===== src/rtl/c7bicu_fetch_arb.sv =====
// c7bicu_fetch_arb: arbitrates the ICU ic1/ic2 fetch port between IFU demand fetch and the
// next-line prefetcher, tracks outstanding owners and squashes returns on exception.
`default_nettype none

module c7bicu_fetch_arb #(
  parameter int ADDR_W        = 32,
  parameter int DATA_W        = 64,
  parameter int MAX_OUT       = 2,
  parameter int PF_STARVE_MAX = 4
) (
  input  logic              clk,
  input  logic              resetn,
  input  logic              ifu_arb_req_ic1,
  input  logic [ADDR_W-1:0] ifu_arb_addr_ic1,
  output logic              arb_ifu_ack_ic1,
  output logic              arb_ifu_data_valid_ic2,
  input  logic              pf_arb_req,
  input  logic [ADDR_W-1:0] pf_arb_addr,
  output logic              arb_pf_ack,
  output logic              arb_pf_data_valid,
  output logic [DATA_W-1:0] arb_data_ic2,
  output logic              arb_icu_req_ic1,
  output logic [ADDR_W-1:0] arb_icu_addr_ic1,
  input  logic              icu_arb_ack_ic1,
  input  logic              icu_arb_data_valid_ic2,
  input  logic [DATA_W-1:0] icu_arb_data_ic2,
  input  logic              exu_ifu_except,
  output logic              arb_err
);

  localparam int CNT_W = (MAX_OUT < 2) ? 1 : $clog2(MAX_OUT + 1);
  localparam int STV_W = (PF_STARVE_MAX < 2) ? 1 : $clog2(PF_STARVE_MAX + 1);

  localparam logic [1:0] IDLE     = 2'd0;
  localparam logic [1:0] LOCK_IFU = 2'd1;
  localparam logic [1:0] LOCK_PF  = 2'd2;

  logic [1:0]         state_q, state_d;
  logic [CNT_W-1:0]   count_q, count_d;
  logic [MAX_OUT-1:0] own_q, own_d;    // 1 = prefetcher owns the entry
  logic [MAX_OUT-1:0] kill_q, kill_d;
  logic [STV_W-1:0]   starve_q, starve_d;
  logic               err_q, err_d;

  logic             w_full;
  logic             w_sel_pf;
  logic             w_cand;
  logic             w_drop;
  logic             w_ack_ok;
  logic             w_pop;
  logic             w_deliver;
  logic [CNT_W-1:0] w_wr_idx;

  // Candidate request before exception gating; an ack against it is legal even
  // when the exception masks the request, and then lands as a killed entry.
  always_comb begin
    w_full   = (count_q == CNT_W'(MAX_OUT));
    w_sel_pf = 1'b0;
    w_cand   = 1'b0;
    w_drop   = 1'b0;
    case (state_q)
      IDLE: begin
        w_sel_pf = pf_arb_req && (!ifu_arb_req_ic1 || (starve_q == STV_W'(PF_STARVE_MAX)));
        w_cand   = (ifu_arb_req_ic1 || pf_arb_req) && !w_full;
      end
      LOCK_IFU: begin
        w_cand = ifu_arb_req_ic1 && !w_full;
        w_drop = !ifu_arb_req_ic1;
      end
      LOCK_PF: begin
        w_sel_pf = 1'b1;
        w_cand   = pf_arb_req && !w_full;
        w_drop   = !pf_arb_req;
      end
      default: begin
        w_cand = 1'b0;
      end
    endcase
    w_cand    = w_cand && resetn;
    w_ack_ok  = icu_arb_ack_ic1 && w_cand;
    w_pop     = icu_arb_data_valid_ic2 && (count_q != '0);
    w_deliver = w_pop && !kill_q[0] && !exu_ifu_except && resetn;
  end

  assign arb_icu_req_ic1        = w_cand && !exu_ifu_except;
  assign arb_icu_addr_ic1       = arb_icu_req_ic1 ? (w_sel_pf ? pf_arb_addr : ifu_arb_addr_ic1) : '0;
  assign arb_ifu_ack_ic1        = w_ack_ok && !w_sel_pf;
  assign arb_pf_ack             = w_ack_ok && w_sel_pf;
  assign arb_ifu_data_valid_ic2 = w_deliver && !own_q[0];
  assign arb_pf_data_valid      = w_deliver && own_q[0];
  assign arb_data_ic2           = icu_arb_data_ic2;
  assign arb_err                = err_q;

  always_comb begin
    state_d = state_q;
    if (exu_ifu_except) begin
      state_d = IDLE;
    end else begin
      case (state_q)
        IDLE:     if (w_cand && !icu_arb_ack_ic1) state_d = w_sel_pf ? LOCK_PF : LOCK_IFU;
        LOCK_IFU,
        LOCK_PF:  if (w_drop || icu_arb_ack_ic1) state_d = IDLE;
        default:  state_d = IDLE;
      endcase
    end
  end

  always_comb begin
    starve_d = starve_q;
    if (exu_ifu_except) begin
      starve_d = '0;
    end else if ((state_q == IDLE) && w_cand) begin
      if (w_sel_pf) begin
        starve_d = '0;
      end else if (pf_arb_req && (starve_q != STV_W'(PF_STARVE_MAX))) begin
        starve_d = starve_q + STV_W'(1);
      end
    end
  end

  assign err_d = err_q
               || (icu_arb_data_valid_ic2 && (count_q == '0))
               || (icu_arb_ack_ic1 && !w_cand)
               || (w_drop && !exu_ifu_except);

  // Shift-register owner FIFO: slot 0 is the head, pushes land at the first free slot.
  always_comb begin
    own_d  = own_q;
    kill_d = kill_q | {MAX_OUT{exu_ifu_except}};
    if (w_pop) begin
      for (int i = 0; i < MAX_OUT - 1; i++) begin
        own_d[i]  = own_q[i+1];
        kill_d[i] = kill_q[i+1] | exu_ifu_except;
      end
      own_d[MAX_OUT-1]  = 1'b0;
      kill_d[MAX_OUT-1] = 1'b0;
    end
    w_wr_idx = count_q - CNT_W'(w_pop);
    for (int i = 0; i < MAX_OUT; i++) begin
      if (w_ack_ok && (CNT_W'(i) == w_wr_idx)) begin
        own_d[i]  = w_sel_pf;
        kill_d[i] = exu_ifu_except;
      end
    end
    count_d = count_q + CNT_W'(w_ack_ok) - CNT_W'(w_pop);
  end

  always_ff @(posedge clk) begin
    if (!resetn) begin
      state_q  <= IDLE;
      count_q  <= '0;
      own_q    <= '0;
      kill_q   <= '0;
      starve_q <= '0;
      err_q    <= 1'b0;
    end else begin
      state_q  <= state_d;
      count_q  <= count_d;
      own_q    <= own_d;
      kill_q   <= kill_d;
      starve_q <= starve_d;
      err_q    <= err_d;
    end
  end

endmodule

`default_nettype wire


===== config.mk =====
export PLATFORM = sky130hd
export DESIGN_NAME = c7bicu_fetch_arb
export DESIGN_NICKNAME = d
export VERILOG_FILES = /design/src/rtl/c7bicu_fetch_arb.sv
export SDC_FILE = /design/constraint.sdc
export NUM_CORES = 1
export LEC_CHECK = 0
export CAP_MARGIN = 20
export CORE_AREA = 2 2 91 93
export DETAILED_ROUTE_END_ITERATION = 7
export DIE_AREA = 0 0 93 95
export HOLD_SLACK_MARGIN = 0.05
export PLACE_DENSITY = 0.75
export SYNTH_ARGS = -nofsm -noshare
export SYNTH_HDL_FRONTEND = slang
export SYNTH_SLANG_ARGS = --single-unit

===== constraint.sdc =====
create_clock -name clk -period 6.8 [get_ports clk]
set_input_delay 1.02 -clock clk [delete_from_list [all_inputs] [get_ports clk]]
set_output_delay 1.02 -clock clk [all_outputs]
set_load 0.005 [all_outputs]

-- Yosys cells after proc, flatten, opt, wreduce, memory -nomap -nowiden
Index checks and enable logic that the tools add are counted.
- reductions and logical operators: 49
- add/sub/neg operators: 4
- bitwise gates (word level): 3
- multiplexer cells: 17
- eq/ne operators: 8
- operator list (kind ; count):
    32-bit 2-to-1 mux ; 2
    1-bit logical AND ; 23
    2-bit 2-to-1 mux ; 5
    1-bit logical NOT ; 9
    2-bit nonzero test ; 4
    2-bit logical NOT ; 3
    1-bit logical OR ; 6
    3-bit 2-to-1 mux ; 2
    2-bit == test (second input constant) ; 2
    1-bit 2-to-1 mux ; 4
    2-bit inequality test (second input constant) ; 2
    1-bit one-hot mux with 2 select lines ; 2
    2-bit one-hot mux with 2 select lines ; 1
    2-bit AND reduction ; 2
    2-bit OR reduction ; 2
    2-bit by 1-bit subtractor with 2-bit output ; 2
    3-bit by 1-bit adder with 3-bit output (second input constant) ; 1
    3-bit == test (second input constant) ; 1
    3-bit inequality test (second input constant) ; 1
    1-bit one-hot mux with 3 select lines ; 1
    2-bit by 1-bit adder with 2-bit output ; 1
    1-bit by 2-bit == test with 1-bit output (first input constant) ; 1
    2-bit by 1-bit == test with 1-bit output (second input constant) ; 1
    2-bit OR ; 1
    2 further kinds ; 2
- logic and storage cells: 88
- register bits: 12
- bits of input ports: 135
- output and inout bits: 102

-- Longest topological paths before layout
Gate-level depths: netlist of run 1.
- word-level depth: 9
- gate-level depth with buffers: 10
- depth with buffers taken out: 10

-- Least setup slack after synthesis of run 1
No wires, ideal clock.
- path type: in2out
- from: input port resetn
- to: output port arb_icu_addr_ic1[22]
- data required time: 5.780 ns
- path buffers: 2
- cell stages on the path: 6
- data arrival time: 2.089 ns
- slack: 3.691 ns
- cells stage by stage: buf_2 -> nand2b_1 -> a221oi_4 -> nand2_1 -> clkbuf_1 -> a21oi_1
- word-level cells in the longest chain between the ends: 3
- ends and longest elaborated chain (what ; RTL line ; RTL):
    start, declared ; 12 ; input logic resetn,
    1-bit logical AND ; 79 ; w_cand = w_cand && resetn;
    1-bit logical AND ; 85 ; assign arb_icu_req_ic1 = w_cand && !exu_ifu_except;
    32-bit 2-to-1 mux ; 86 ; assign arb_icu_addr_ic1 = arb_icu_req_ic1 ? (w_sel_pf ? pf_arb_addr : ifu_arb_addr_ic1) : '0;
    end, declared ; 23 ; output logic [ADDR_W-1:0] arb_icu_addr_ic1,
No other way between the ends.

-- Worst setup path in the final report of run 1
- from: input port pf_arb_req
- to: output port arb_icu_addr_ic1[9]
- word-level cells in the longest chain between the ends: 6
- elaborated cells on any way between the ends: 10
- ends and longest elaborated chain (what ; RTL line ; RTL):
    start, declared ; 17 ; input logic pf_arb_req,
    1-bit logical OR ; 64 ; w_cand = (ifu_arb_req_ic1 || pf_arb_req) && !w_full;
    1-bit logical AND ; 64 ;
    1-bit one-hot mux with 3 select lines ; 61 ; case (state_q)
    1-bit logical AND ; 79 ;
    1-bit logical AND ; 85 ;
    32-bit 2-to-1 mux * ; 86 ;
Mark *: on every way between the ends. The rest lies on a longest branch, timed or not.

==> out/summary.md, run 1 <==
The minimum period implied by the final worst setup slack was 4.58 ns. Ranked by instance count, the synthesized netlist is headed by 73 x sky130_fd_sc_hd__nand2_1, 64 x sky130_fd_sc_hd__buf_4, 34 x sky130_fd_sc_hd__a21oi_1, 14 x sky130_fd_sc_hd__inv_1, 12 x sky130_fd_sc_hd__dfxtp_1. In this run the power spent charging and discharging nets is 138 uW.

The congestion estimate from routability-driven global placement came to 0.852. The final-report max-slew violation count was 0. The run gives 0.00668 ns as the post-route clock skew.

For this design the top-level I/O count stands at 237. The per-cell routed wire length is 13.3 microns. The worst hold path class was reg -> reg. Of the cells placed in the final design, the portion with a size suffix greater than 1 is 4.82%. The worst hold path terminates at own_q[1].

The clock-pin transition on the worst setup and hold timing paths is 0.06 ns, and the ratio of routed vias to standard cells is 4.48. In this run, the number of DRC markers left after iteration 0 of detailed routing was 60. The worst path buffer plus inverter count was 3; the layout overhead on the synthesized area was 42.6%. The number of buffers between clock root and the deepest sink was 2; the number of setup violations in the final report was 0.

Input and output buffers added on the ports amount to 108. Of all nets on the critical path, the largest fanout is 27. The overall power of the completed layout came out at 385 uW. The tools report the internal power consumption as 248 uW. The synthesized design contains 0 enable-type register cells.

The count of buffers added by post-CTS timing repair for setup was 0. From bottom edge to top edge, the die measures 95 microns. The logs give 3 for the clock buffer count from CTS and 0 for the remaining number of nets flagged by the antenna check after routing.

Summing the sequential cell areas from Yosys gives 13.3% of the chip area. The setup check on the worst reg-to-reg path leaves a slack of 4.26 ns. For the final layout net count, the log shows 456. For this run, the leading register cell type out of synthesis is sky130_fd_sc_hd__dfxtp_1.

The total overflow left after global routing is 0. The tools report the detailed-placement wirelength estimate as 4280 microns. sky130_fd_sc_hd__buf_4 takes more of the synthesized area than any other cell. The tools report the number of sinks on the clock net as 12.

For this run, the total global-route usage over all layers was measured as 11.4%. The initial cell density of the core was 22.8%. Cell family contributing the most delay on the critical path: buffers and inverters. At the pin with the least slew margin, the transition time is 0.767 ns. The worst hold path begins at own_q[1]. The cell count of the worst hold path works out to 2. Of the total power, registers draw 24.4%.

The tools report the number of placement rows as 33. The clock network accounts for 21.2% of the total power. After synthesis, the cell types taking the most area are sky130_fd_sc_hd__buf_4 27%, sky130_fd_sc_hd__nand2_1 15%, sky130_fd_sc_hd__dfxtp_1 13%, sky130_fd_sc_hd__a21oi_1 9.4%, sky130_fd_sc_hd__ha_1 6.2%.

Setup repair after global routing left no endpoint under its margin. The worst-case reg-to-reg path depth came out at 9. The flow ran to the end, and the final reports show no timing, DRC or antenna violations. For this run, the slowest stage of the critical path takes 0.68 ns.

The synthesized netlist occupies a cell area of 1810 sq um. The first detailed-routing pass took 4 iterations. The count of endpoints failing hold in the final timing report is 0, and the share of the clock period used by the worst path is 67.3%. The logs give 1714 for the number of global-route vias before repair and 0 for the initial antenna violation count. In this run the worst setup path begins at pf_arb_req. Clock root buffer: sky130_fd_sc_hd__clkbuf_8.

Each instance of the synthesized netlist takes up on average 6.59 sq um. By instance count, the leading cell after synthesis is sky130_fd_sc_hd__nand2_1. The final setup TNS was 0 ns; the total of warnings raised by yosys was 0. Summing over every cut layer, the via total after detailed routing is 1865.

The detailed-route DRC error count was 0. The synthesized design devotes to its leading area cell type 26.6% of total area. Net switching is 35.7% of the power.

The run gives 0.0000678 V as the maximum ir drop on the vdd rail. Max-cap violations in this run came to 0. In this run the critical register-to-register path is captured at count_q[0]. The run gives 5.78 ns as the worst path required time. Clock latency on the worst-skew pair, taken at its later pin, is 0.25 ns. The count of hold-fix buffers inserted at cts was 0; the number of fillers in the final layout was 844. Timing would allow up to 218 MHz. For the global-route wire length before repair, the log shows 8220 microns. The run gives 1 as the number of H-tree branching levels. Entering global routing, the biggest net connects 38 pins.

The tools report the number of diodes as 0. Once the clock tree was built, the resizer swapped 0 gates to a different size. TritonCTS built the clock tree.

After floorplanning, the core was sized to cover 7930 sq um. The startpoint kind of the worst setup timing path is a primary input. The critical path is of the in -> out type.

By instance count, the cell type seen most on the critical path is sky130_fd_sc_hd__clkdlybuf4s50_1. The startpoint identified for the worst register-to-register timing path is state_q[0]. The analysis attributes to cell leakage a power of 0.00103 uW. The worst setup path is captured at an output port. The tools report the area of the die as 8840 sq um. The slowest stage of the critical path belongs to the cell sky130_fd_sc_hd__clkdlybuf4s50_1. The gate count of the mapped netlist is 274, and the routed wire length is 5540 microns. Of all flip-flops after synthesis, the portion carrying an async set or reset was 0%.

The tools report the part of the power in combinational logic as 54.4%. The arrival time at the worst endpoint was 3.56 ns. For this design the ratio of total power to cell area is 150 nW/um^2.

Synthesis instantiated 45 different standard cells from the library. The number of nets handed over by synthesis was 418. The signal on the critical path passes through clkdlybuf4s50_1, a22oi_2, a221oi_4, nand2_1, buf_16, a21oi_1, clkdlybuf4s50_1.

The tools report the worst slew margin relative to its limit as 48.9%. The die is 93 microns wide. Counting flops and latches in the post-synthesis netlist gives 12.
==> worst max-delay path by stage <==
stage | end | cells past startpoint
2_1_floorplan | arb_icu_addr_ic1[22] | 6
6_report | arb_icu_addr_ic1[9] | 7
3_5_place_dp | arb_icu_addr_ic1[9] | 7
4_1_cts | arb_icu_addr_ic1[9] | 7
3_3_place_gp | arb_icu_addr_ic1[9] | 6
5_1_grt | arb_icu_addr_ic1[8] | 7
==> layer usage <==
layer	GRT usage, %	up-vias	share of wire (%)
li1	-	922	-
met1	13.5	813	39
met2	19.7	99	50
met3	2.31	31	8.2
met4	5.88	0	3.2
met5	0	-	0
==> final cells by class <==
| cell class | count | area [sq um] | area share (%) |
|---|---|---|---|
| Timing Repair Buffer | 110 | 1120 | 43.3 |
| Multi-Input combinational cell | 171 | 981 | 38.1 |
| Sequential cell | 12 | 240 | 9.32 |
| Tap cell | 105 | 131 | 5.10 |
| Clock buffer | 4 | 55.1 | 2.14 |
| Inverter | 14 | 52.6 | 2.04 |
==> placed cells by master, fill, tap and decap left out, drive strengths merged, types with 3 or more instances in the layout <==
master	instances
inv	14
dfxtp	12
ha	9
o211ai	3
a21oi	34
nand2	73
mux2i	3
nor2	8
clkdlybuf4s50	108
nand3	4
clkbuf	4
nand4	3
==> sequential cells by signal (all words and copies together) (netlist names) <==
| signal | flops |
|---|---|
| count_q | 2 |
| arb_err | 1 |
| kill_q | 2 |
| state_q | 2 |
| own_q | 2 |
| starve_q | 3 |
==> worst register-to-register path, cell delays in order (launching register included) <==
cell                       delay [ns]
sky130_fd_sc_hd__dfxtp_1         0.41
sky130_fd_sc_hd__inv_1           0.10
sky130_fd_sc_hd__ha_1            0.32
sky130_fd_sc_hd__o21bai_2        0.23
sky130_fd_sc_hd__a221oi_4        0.40
sky130_fd_sc_hd__nand2_1         0.19
sky130_fd_sc_hd__ha_1            0.32
sky130_fd_sc_hd__inv_1           0.04
sky130_fd_sc_hd__ha_1            0.28
sky130_fd_sc_hd__and2_1          0.15
==> cells by family (layout without fill, tap and decap cells) <==
logic type,count (synthesis),in the layout,share of synthesized area (%)
flops,12,12,13.3
mux,4,4,2.29
xor+xnor,3,3,1.45
fa+ha+maj,9,9,6.23
simple gates,100,100,23.9
buf+inv,91,128,32.4
compound gates,55,55,20.4
==> power groups by stage <==
stage	combinational (uW)	sequential (uW)	clock (uW)
2_1_floorplan	141	88.2	0
3_3_place_gp	199	94.9	0
3_5_place_dp	210	95.7	0
4_1_cts	211	94.2	82.1
5_1_grt	229	96.0	84.3
6_report	209	94.1	81.7
==> through the flow <==
stage | instance area (sq um) | worst slack [ns] | util [%] | instances | hold slack, ns
2_1_floorplan | 1810 | 3.69 | - | 274 | 0.443
3_3_place_gp | 2490 | 1.86 | 31.5 | 411 | 0.461
3_5_place_dp | 2520 | 2.25 | 31.8 | 412 | 0.475
4_1_cts | 2580 | 2.22 | 32.5 | 416 | 0.484
5_1_grt | 2580 | 2.12 | 32.5 | 416 | 0.493
6_report | 2580 | 2.22 | 32.5 | 416 | 0.490
(Power assumes the default switching activity.)
==> run 2, diff against run 1 <==
Settings changed: CORE_AREA 2 2 91 93 to 2 2 92 94, DIE_AREA 0 0 93 95 to 0 0 94 96, PLACE_DENSITY 0.75 to 0.77.
Clock period 6.8 ns to 4 ns, I/O delays scaled along.
==> run 2 against run 1 <==
Clock skew is 0.0029 ns lower. Non-clock buffer count is 2 higher. Final area is 0.19% lower. Worst setup slack worse by 1.7 ns. Critical path type unchanged. Largest power group unchanged. Sequential power is 70% higher. Critical endpoint is now arb_icu_addr_ic1[7]. Global-route usage is 0.28 points higher. Largest cell class unchanged.
==> out/summary.md, run 2 (same netlist as run 1, synthesis figures left out) <==
The net switching component of the power came out at 226 uW. The run gives 0.487 ns as the worst hold margin. Clock-pin slew was measured on the worst setup and hold paths at 0.06 ns. The analysis attributes to cell leakage a power of 0.00103 uW.

In the layout the commonest cells are 108 x sky130_fd_sc_hd__clkdlybuf4s50_1, 73 x sky130_fd_sc_hd__nand2_1, 34 x sky130_fd_sc_hd__a21oi_1. Net switching is 35.3% of the power. Die outline width: 94 microns.

Post-CTS repair changed the size of 0 cells. Most congested layer reported by global routing: met2. For this run, the total global-route usage over all layers was measured as 11.7%. The arrival time at the worst endpoint came out at 2.89 ns. The share of the clock period used by the worst path is 87.3%, and the number of diodes is 0. The first routing iteration left 45 violations. The logs give 18.9% for the met2 track utilization from global routing and 0.00378 ns for the post-route clock skew. The maximum ir drop on the vdd rail is 0.000106 V.

Register bank with the most flops: starve_q. Summed over all layers, the routed wires come to 5750 microns. The clock network burns 21.1% of the power. Setup repair after global routing left no endpoint under its margin.

The tree is rooted in a sky130_fd_sc_hd__clkbuf_8. The total via count after detailed routing came out at 1882. The clock passes through at most 2 buffers. The worst setup path is launched from a primary input. For this run the aggregate overflow at the end of global routing stands at 0.

Clock latency on the worst-skew pair, taken at its later pin, is 0.24 ns. The ratio of routed vias to standard cells works out to 4.50. For this design, the sink count on the clock tree is 12. The per-cell routed wire length is 13.7 microns, and the cell count of the worst hold path is 2.

The library cell used most frequently in the layout, excluding fill and tap cells, is sky130_fd_sc_hd__clkdlybuf4s50_1. From synthesis to final layout, the design area changed by 42.3%. For the detailed-placement wirelength estimate, the log shows 4530 microns.

The tools report the largest net degree at the start of global routing as 38. The tools report the area of the die as 9020 sq um. The worst-case reg-to-reg path depth works out to 9.

The tools report the initial cell density of the core as 22.4%. The global-route wire length before repair is 8460 microns, and the initial antenna violation count is 0. 237 I/O pins were placed. The register with the most flip-flops in the layout has 3 of them.

The last weighted congestion value of the routability-driven placer is 0.809, and the global-route track usage on met1 is 15.1%. The tools report the maximum frequency from static timing analysis as 286 MHz. The flow ran to the end, and the final reports show no timing, DRC or antenna violations. For the fraction of met3 tracks used by global routing, the log shows 2.19%. For the core footprint, the log shows 8050 sq um. The number of iterations in the first detailed-routing pass was 4; the reported max-cap violation count was 0. TritonCTS built the clock tree. Part of the power in combinational logic: 54.0%. The power density relative to cell area is 250 nW/um^2, and the share of power burned in registers is 25.0%. At the end of the flow, the number of nets in the layout was 458.

At the pin with the least slew margin, the transition time is 0.528 ns. For the worst setup path, the data required time is 3.40 ns. After routing, the total negative slack on setup checks comes to 0 ns.

The tools report the internal power consumption as 415 uW. The count of buffers added by post-CTS timing repair for setup is 0. The count of buffers from port buffering came out at 108. The die is 96 microns tall. The final-report max-slew violation count was 0. After floorplanning, the core was divided into 33 placement rows. The tightest min-delay check is of the reg -> reg type.

For the remaining number of nets flagged by the antenna check after routing, the log shows 0. The worst setup path is of the in -> out kind. The critical-path maximum fanout is 33, and the detailed-route DRC error count is 0. The worst slew margin relative to its limit is 64.6%. Counting the buffers created by CTS gives 3. The number of setup violations in the final report was 0; the minimum period implied by the final worst setup slack was 3.49 ns.

STA classifies the critical path endpoint as an output port. Layout cell share with drive strength beyond 1: 5.43%. The run gives 0 as the count of hold-fix buffers inserted at cts. Count of endpoints failing hold in the final timing report: 0. The logs give 1766 for the number of global-route vias before repair and 1 for the number of H-tree branching levels.
==> run 2: cell types whose count changed in the layout (fill, tap and decap cells not counted) <==
cell                     delta
sky130_fd_sc_hd__buf_16     -1
sky130_fd_sc_hd__buf_4      +3
==> run 2: routing by layer <==
metal / wire length (microns) / vias up
li1: - / 922
met1: 2290 / 850
met2: 2890 / 88
met3: 451 / 22
met4: 121 / 0
met5: 0 / -
==> run 2: final timing paths <==
kind,start,to,slack (ns)
min,kill_q[1],kill_q[1],0.49
max reg2reg,state_q[0],count_q[0],1.52
max,pf_arb_req,arb_icu_addr_ic1[7],0.51
min reg2reg,kill_q[1],kill_q[1],0.49
==> run 2: power groups by stage <==
stage	clock network [uW]	registers [uW]	logic (uW)
CTS	138	160	349
global placement	0	161	338
global route	144	162	386
detailed placement	0	163	347
finish	135	160	346
floorplan	0	150	240
==> run 2: final cells by class <==
class / count / area, sq um
Fill cell: 850 / 5480
Inverter: 14 / 52.6
Tap cell: 105 / 131
Sequential cell: 12 / 240
Multi-Input combinational cell: 171 / 981
Timing Repair Buffer: 112 / 1110
Clock buffer: 4 / 55.1
==> run 2: critical path, stage by stage <==
cell,delay [ns]
sky130_fd_sc_hd__clkdlybuf4s50_1,0.64
sky130_fd_sc_hd__a22oi_2,0.16
sky130_fd_sc_hd__a221oi_4,0.38
sky130_fd_sc_hd__nand2_1,0.11
sky130_fd_sc_hd__buf_4,0.24
sky130_fd_sc_hd__a21oi_1,0.20
sky130_fd_sc_hd__clkdlybuf4s50_1,0.55
==> run 2: through the flow <==
step	area, sq um	total power [uW]	cells	worst slack, ns	util [%]
after floorplan	1810	390	274	1.59	-
after global placement	2520	499	414	0.543	31.3
after detailed placement	2520	510	414	0.539	31.3
after CTS	2570	647	418	0.502	31.9
after global routing	2570	692	418	0.383	31.9
final	2570	642	418	0.509	31.9
